File: config.mk
export PLATFORM = sky130hd
export DESIGN_NAME = keyps2_scan
export DESIGN_NICKNAME = d
export VERILOG_FILES = /design/src/rtl/keyps2_scan.sv
export SDC_FILE = /design/constraint.sdc
export NUM_CORES = 1
export LEC_CHECK = 0
export ABC_AREA = 1
export ABC_CLOCK_PERIOD_IN_PS = 5700
export CAP_MARGIN = 20
export CORE_ASPECT_RATIO = 0.75
export CORE_UTILIZATION = 55
export DETAILED_ROUTE_END_ITERATION = 10
export HOLD_SLACK_MARGIN = 0.05
export PLACE_DENSITY = 0.83
export SKIP_CTS_REPAIR_TIMING = 1
export SYNTH_ARGS = -nofsm -noshare
export SYNTH_HDL_FRONTEND = slang
export SYNTH_SLANG_ARGS = --single-unit
File: constraint.sdc
create_clock -name clk -period 5.7 [get_ports clk]
set_input_delay 0.855 -clock clk [delete_from_list [all_inputs] [get_ports clk]]
set_output_delay 0.855 -clock clk [all_outputs]
set_load 0.01 [all_outputs]
File: src/rtl/keyps2_scan.sv
// PS/2 set-2 scancode decoder. Folds the E0 (extended), F0 (break) and E1 (Pause)
// prefix sequences into single key events. Events are buffered in a show-ahead FIFO
// and delivered over a valid/ready handshake. The receiver enable is held low while
// the FIFO is full.
module keyps2_scan #(
    parameter int unsigned DEPTH       = 4,
    parameter int unsigned TIMEOUT_CYC = 100000
) (
    input  logic       clk,
    input  logic       reset,
    input  logic       rx_done_tick,
    input  logic [7:0] rx_data,
    output logic       rx_en,
    output logic       key_valid,
    input  logic       key_ready,
    output logic [7:0] key_code,
    output logic       key_ext,
    output logic       key_break,
    output logic       err_tick,
    output logic       overflow
);

    localparam int unsigned AW = $clog2(DEPTH);
    localparam int unsigned TW = $clog2(TIMEOUT_CYC);
    localparam logic [AW:0] FULL_CNT = (AW+1)'(DEPTH);
    localparam logic [TW-1:0] TO_LAST = TW'(TIMEOUT_CYC - 1);

    typedef enum logic [1:0] {StIdle, StExt, StBrk, StPause} state_e;

    state_e        r_state, w_state_d;
    logic          r_ext, w_ext_d;
    logic          r_brk, w_brk_d;
    logic [2:0]    r_pcnt, w_pcnt_d;
    logic [TW-1:0] r_tcnt, w_tcnt_d;
    logic          r_err, w_err_d;
    logic          r_ovf, w_ovf_d;

    logic          w_dec_err;
    logic          w_push;
    logic [9:0]    w_push_data;

    logic [9:0]    r_mem [DEPTH];
    logic [AW-1:0] r_wptr, r_rptr;
    logic [AW:0]   r_count;
    logic          w_valid, w_full, w_pop, w_wr, w_drop;
    logic [9:0]    w_head;

    // Decoder next-state: prefix folding on byte ticks, timeout while mid-sequence.
    always_comb begin
        w_state_d   = r_state;
        w_ext_d     = r_ext;
        w_brk_d     = r_brk;
        w_pcnt_d    = r_pcnt;
        w_dec_err   = 1'b0;
        w_push      = 1'b0;
        w_push_data = 10'h000;
        if (rx_done_tick || r_state == StIdle) begin
            w_tcnt_d = '0;
        end else begin
            w_tcnt_d = r_tcnt + TW'(1);
        end

        if (rx_done_tick) begin
            case (r_state)
                StIdle: begin
                    case (rx_data)
                        8'hE0: begin
                            w_state_d = StExt;
                            w_ext_d   = 1'b1;
                        end
                        8'hF0: begin
                            w_state_d = StBrk;
                            w_brk_d   = 1'b1;
                        end
                        8'hE1: begin
                            w_state_d = StPause;
                            w_pcnt_d  = 3'd7;
                        end
                        8'h00, 8'hFF: w_dec_err = 1'b1;
                        default: begin
                            w_push      = 1'b1;
                            w_push_data = {r_ext, r_brk, rx_data};
                            w_ext_d     = 1'b0;
                            w_brk_d     = 1'b0;
                        end
                    endcase
                end
                StExt: begin
                    case (rx_data)
                        8'hF0: begin
                            w_state_d = StBrk;
                            w_brk_d   = 1'b1;
                        end
                        8'hE0: w_state_d = StExt;
                        8'h00, 8'hFF: begin
                            w_state_d = StIdle;
                            w_ext_d   = 1'b0;
                            w_brk_d   = 1'b0;
                            w_dec_err = 1'b1;
                        end
                        default: begin
                            w_push      = 1'b1;
                            w_push_data = {1'b1, 1'b0, rx_data};
                            w_state_d   = StIdle;
                            w_ext_d     = 1'b0;
                            w_brk_d     = 1'b0;
                        end
                    endcase
                end
                StBrk: begin
                    case (rx_data)
                        8'hE0, 8'hF0, 8'hE1, 8'h00, 8'hFF: begin
                            w_state_d = StIdle;
                            w_ext_d   = 1'b0;
                            w_brk_d   = 1'b0;
                            w_dec_err = 1'b1;
                        end
                        default: begin
                            w_push      = 1'b1;
                            w_push_data = {r_ext, 1'b1, rx_data};
                            w_state_d   = StIdle;
                            w_ext_d     = 1'b0;
                            w_brk_d     = 1'b0;
                        end
                    endcase
                end
                StPause: begin
                    // Pause is a fixed 8-byte sequence; contents are not checked.
                    w_pcnt_d = r_pcnt - 3'd1;
                    if (r_pcnt == 3'd1) begin
                        w_push      = 1'b1;
                        w_push_data = {1'b1, 1'b0, 8'hE1};
                        w_state_d   = StIdle;
                    end
                end
                default: w_state_d = StIdle;
            endcase
        end else if (r_state != StIdle && r_tcnt == TO_LAST) begin
            w_state_d = StIdle;
            w_ext_d   = 1'b0;
            w_brk_d   = 1'b0;
            w_tcnt_d  = '0;
            w_dec_err = 1'b1;
        end
    end

    // FIFO control and error/overflow next-state.
    always_comb begin
        w_valid = (r_count != '0);
        w_full  = (r_count == FULL_CNT);
        w_pop   = w_valid & key_ready;
        w_wr    = w_push & (~w_full | w_pop);
        w_drop  = w_push & w_full & ~w_pop;
        w_err_d = w_dec_err | w_drop;
        w_ovf_d = r_ovf | w_drop;
        w_head  = r_mem[r_rptr];
    end

    // Decoder and status registers.
    always_ff @(posedge clk or negedge reset) begin
        if (!reset) begin
            r_state <= StIdle;
            r_ext   <= 1'b0;
            r_brk   <= 1'b0;
            r_pcnt  <= 3'd0;
            r_tcnt  <= '0;
            r_err   <= 1'b0;
            r_ovf   <= 1'b0;
        end else begin
            r_state <= w_state_d;
            r_ext   <= w_ext_d;
            r_brk   <= w_brk_d;
            r_pcnt  <= w_pcnt_d;
            r_tcnt  <= w_tcnt_d;
            r_err   <= w_err_d;
            r_ovf   <= w_ovf_d;
        end
    end

    // FIFO pointers and occupancy; pointers wrap naturally at DEPTH.
    always_ff @(posedge clk or negedge reset) begin
        if (!reset) begin
            r_wptr  <= '0;
            r_rptr  <= '0;
            r_count <= '0;
        end else begin
            if (w_wr) begin
                r_wptr <= r_wptr + AW'(1);
            end
            if (w_pop) begin
                r_rptr <= r_rptr + AW'(1);
            end
            if (w_wr && !w_pop) begin
                r_count <= r_count + (AW+1)'(1);
            end else if (!w_wr && w_pop) begin
                r_count <= r_count - (AW+1)'(1);
            end
        end
    end

    // FIFO storage; not reset since the outputs are gated by occupancy.
    always_ff @(posedge clk) begin
        if (w_wr) begin
            r_mem[r_wptr] <= w_push_data;
        end
    end

    // Show-ahead outputs; zero while empty so stale entries never leak out.
    always_comb begin
        rx_en     = ~w_full;
        key_valid = w_valid;
        key_code  = w_valid ? w_head[7:0] : 8'h00;
        key_break = w_valid & w_head[8];
        key_ext   = w_valid & w_head[9];
        err_tick  = r_err;
        overflow  = r_ovf;
    end

endmodule
==> out/results.md <==
| Item | Value | Unit |
|---|---|---|
| Area of the multi-input gates | 1690 | sq um |
| DRT Pass-1 Iters | 7 | - |
| Worst Clk Skew | 0.00658 | ns |
| Worst Tran Pin Value | 1.06 | ns |
| Level count of the clock H-tree | 3 | - |
| Sequential element share of the synthesized area | 50.8 | % |
| Data required time at the worst endpoint | 4.85 | ns |
| Top cell type by total area after synthesis | sky130_fd_sc_hd__edfxtp_1 | - |
| Cell class contributing the biggest share of worst-path delay | buffers and inverters | - |
| CP max FO | 23 | - |
| Total negative setup slack | 0 | ns |
| Final Hold Vio Count | 0 | - |
| Synthesized instance count | 459 | - |
| First-iteration detailed-routing DRC count | 171 | - |
| Clock period minus worst slack | 3.47 | ns |
| Result of the run | complete, no violations | - |
| Wire length of the first global-routing pass | 13.9 | mm |
| Pwr Total | 0.00180 | W |
| Synth warnings | 0 | - |
| Clk sinks | 73 | - |
| Area grow syn2layout | 14.5 | % |
| Synth Cell Area | 3990 | sq um |
| Largest cells by area after synthesis | sky130_fd_sc_hd__edfxtp_1 30%, sky130_fd_sc_hd__dfrtp_1 21%, sky130_fd_sc_hd__nor2_1 7.9% | - |
| Max-slew violations | 0 | - |
| FF/Latch Area | 2030 | sq um |
| Leakage power total | 1.89 | nW |
| Number of maximum-capacitance constraint violations | 0 | - |
| Total number of nets in the final design | 512 | - |
| Worst path buffer plus inverter count | 2 | - |
| Routed wire per std cell | 14.4 | um |
| Fmax | 288 | MHz |
| Endpoints failing setup | 0 | - |
| CP endpoint kind | primary output | - |
| Die span in y | 75.7 | um |
| Most instantiated library cell after synthesis | sky130_fd_sc_hd__nor2_1 | - |
| Std-Cell Rows | 26 | - |
| Fraction of layout cells with a size suffix above 1 | 10.8 | % |
| Number of nets with antenna violations after routing | 0 | - |
| Post-placement cell area | 4330 | sq um |
| Starting density of the core | 57.8 | % |
| Detailed-placement wirelength estimate | 6.17 | mm |
| CP Data Arrival Time | 2.61 | ns |
| Die width | 100 | um |
| Worst Hold Slack | 0.470 | ns |
| Kind of start point of the critical path | flip-flop | - |
| Count of state elements after synthesis | 73 | - |
| Net count after synthesis | 485 | - |
| Slew HR | 28.9 | % |
| Worst vdd rail ir drop | 0.000192 | V |
| All-layer global routing usage | 24.5 | % |
| Wirelength, routed | 8.48 | mm |
| Gr ovfl total | 0 | - |
| Number of buffers on the longest clock path | 2 | - |
| Via count of the first global-routing pass | 2859 | - |
| Clock root cell | sky130_fd_sc_hd__clkbuf_8 | - |
| Mean area per synthesized cell | 8.69 | sq um |
| Total DRC errors in the routed layout | 0 | - |
| Post-route insts no fill | 589 | - |
| Cell-by-cell trace of the critical path | inv_1, o21ai_0, a21oi_1, clkdlybuf4s50_1 | - |
| Diodes inserted | 0 | - |
| Clock slew at the register clock pins of the worst setup and hold paths | 0.07 | ns |
| Maximum number of pins on one net before global-route repair | 34 | - |
| Via density per instance | 5.39 | - |
| Number of enable flip-flop cells after synthesis | 40 | - |
| Top-Level Pins | 26 | - |
| DP Cell Count | 573 | - |
| Hold Path Class | reg2reg | - |
| Clock tree from TritonCTS | done | - |
| Post-synth ARST share | 45.2 | % |
| Clock Latency Late Sink | 0.34 | ns |
| Ratio of final minimum period to clock period | 60.9 | % |
| Total number of vias | 3177 | - |
| Power density over cell area | 394 | nW/um^2 |
| Number of fill cells | 568 | - |
| Post-synth top flop | sky130_fd_sc_hd__edfxtp_1 | - |
| Setup repair after global routing missed its margin | no | - |
| Die area | 7600 | sq um |
| Core box area | 6900 | sq um |
| Number of buffers added by the clock tree synthesis step | 9 | - |
| Leading post-synthesis cells by instance count | 84 x sky130_fd_sc_hd__nor2_1, 66 x sky130_fd_sc_hd__nand2_1, 53 x sky130_fd_sc_hd__inv_1 | - |
| Share of the synthesized area in the top cell type | 30.1 | % |
| Number of input and output port buffers inserted | 25 | - |
| Critical-path top delay cell | sky130_fd_sc_hd__dfrtp_1 | - |
| Weighted congestion at the end of routability-driven global placement | 0.974 | - |
| Distinct cell type count after synthesis | 37 | - |
| Initial antenna violation count | 0 | - |
| Post-route design area | 4570 | sq um |
| Delay of the slowest cell on the worst path | 0.86 | ns |
| WS Path Type | reg2out | - |
## area by class of cell
type | instances | share of cell area, %
inverter | 60 | 4.93
sequential | 73 | 44.4
clock inverter | 6 | 2.36
timing repair buffer | 27 | 5.81
clock buffer | 10 | 2.80
multi-input combinational | 315 | 37.0
tap | 98 | 2.69
## path summary, 6_finish.rpt
kind	endpoint	cells after the start	slack, ns	startpoint
min reg2reg	overflow	2	0.47	overflow
min in group asynchronous	r_rptr[1]	2	0.91	reset
max	key_code[4]	4	2.23	r_rptr[0]
max in group asynchronous	r_brk	2	4.49	reset
max reg2reg	r_count[2]	14	2.89	r_state[1]
min	overflow	2	0.47	overflow
## flip-flops by register name, indices dropped and copies added (netlist names)
register,count
r_mem,40
r_tcnt,17
r_count,3
r_pcnt,3
r_rptr,2
r_state,2
r_wptr,2
err_tick,1
overflow,1
r_brk,1
r_ext,1
## where the power goes
part / switching (W) / internal (W)
clock network: 0.000189 / 0.000289
registers: 0.0000732 / 0.000648
logic: 0.000340 / 0.000259
## logic make-up (layout without fill, tap and decap cells)
group,count (synthesis),in the layout,synth area share [%]
AOI/OAI and AO/OA,73,73,10.5
xor gates and xnor gates,6,6,1.32
adders and majority gates,14,14,4.58
buffers and inverters,71,103,6.78
DFF,73,73,50.8
muxes,1,1,0.282
and+or+nand+nor,221,221,25.7
## cell usage in the layout, fill, tap and decap left out, types with 2 or more instances in the layout
| cell | instances |
|---|---|
| sky130_fd_sc_hd__clkinv_2 | 2 |
| sky130_fd_sc_hd__nor3b_1 | 2 |
| sky130_fd_sc_hd__clkbuf_8 | 9 |
| sky130_fd_sc_hd__nand4_1 | 15 |
| sky130_fd_sc_hd__nor2_1 | 84 |
| sky130_fd_sc_hd__ha_1 | 13 |
| sky130_fd_sc_hd__nand3_2 | 4 |
| sky130_fd_sc_hd__nor4_1 | 3 |
| sky130_fd_sc_hd__nand2_2 | 6 |
| sky130_fd_sc_hd__a21oi_1 | 23 |
| sky130_fd_sc_hd__a21boi_1 | 2 |
| sky130_fd_sc_hd__inv_2 | 7 |
| sky130_fd_sc_hd__o21ai_1 | 6 |
| sky130_fd_sc_hd__o311ai_0 | 4 |
| sky130_fd_sc_hd__clkdlybuf4s50_1 | 25 |
| sky130_fd_sc_hd__nor2_2 | 8 |
| sky130_fd_sc_hd__nand3_1 | 14 |
| sky130_fd_sc_hd__o21ai_0 | 32 |
| sky130_fd_sc_hd__edfxtp_1 | 40 |
| sky130_fd_sc_hd__xor2_1 | 5 |
| sky130_fd_sc_hd__nand2_1 | 66 |
| sky130_fd_sc_hd__dfrtp_1 | 33 |
| sky130_fd_sc_hd__buf_4 | 2 |
| sky130_fd_sc_hd__nor3_1 | 11 |
| sky130_fd_sc_hd__or2_2 | 2 |
| sky130_fd_sc_hd__inv_1 | 53 |
| sky130_fd_sc_hd__bufinv_16 | 3 |
| sky130_fd_sc_hd__a21oi_4 | 2 |
| sky130_fd_sc_hd__nor2_4 | 4 |
## worst register-to-register path, delay by kind of cell, from the launching register on
kind / cells / cell delay [ns]
adder cells (fa/ha/maj): 3 / 0.93
AO/OA/AOI/OAI: 3 / 0.47
flip-flops: 1 / 0.43
AND/OR/NAND/NOR: 4 / 0.44
XOR/XNOR: 1 / 0.15
buffers and inverters: 3 / 0.26
## layer usage
metal	wire length, um	global-route usage (%)	share of wire [%]	up-vias
li1	-	-	-	1574
met1	3860	34.3	46	1465
met2	3810	37.8	45	126
met3	713	6.79	8.4	12
met4	96	6.92	1.1	0
met5	0	0	0	-
## per-stage QoR
stage                     util, %  setup WS (ns)
after floorplan                 -           3.03
after global placement       62.8           2.26
after detailed placement     62.8           2.24
after CTS                    66.2           2.24
after global routing         66.2           1.99
final                        66.2           2.23
(Power assumes the default switching activity.)
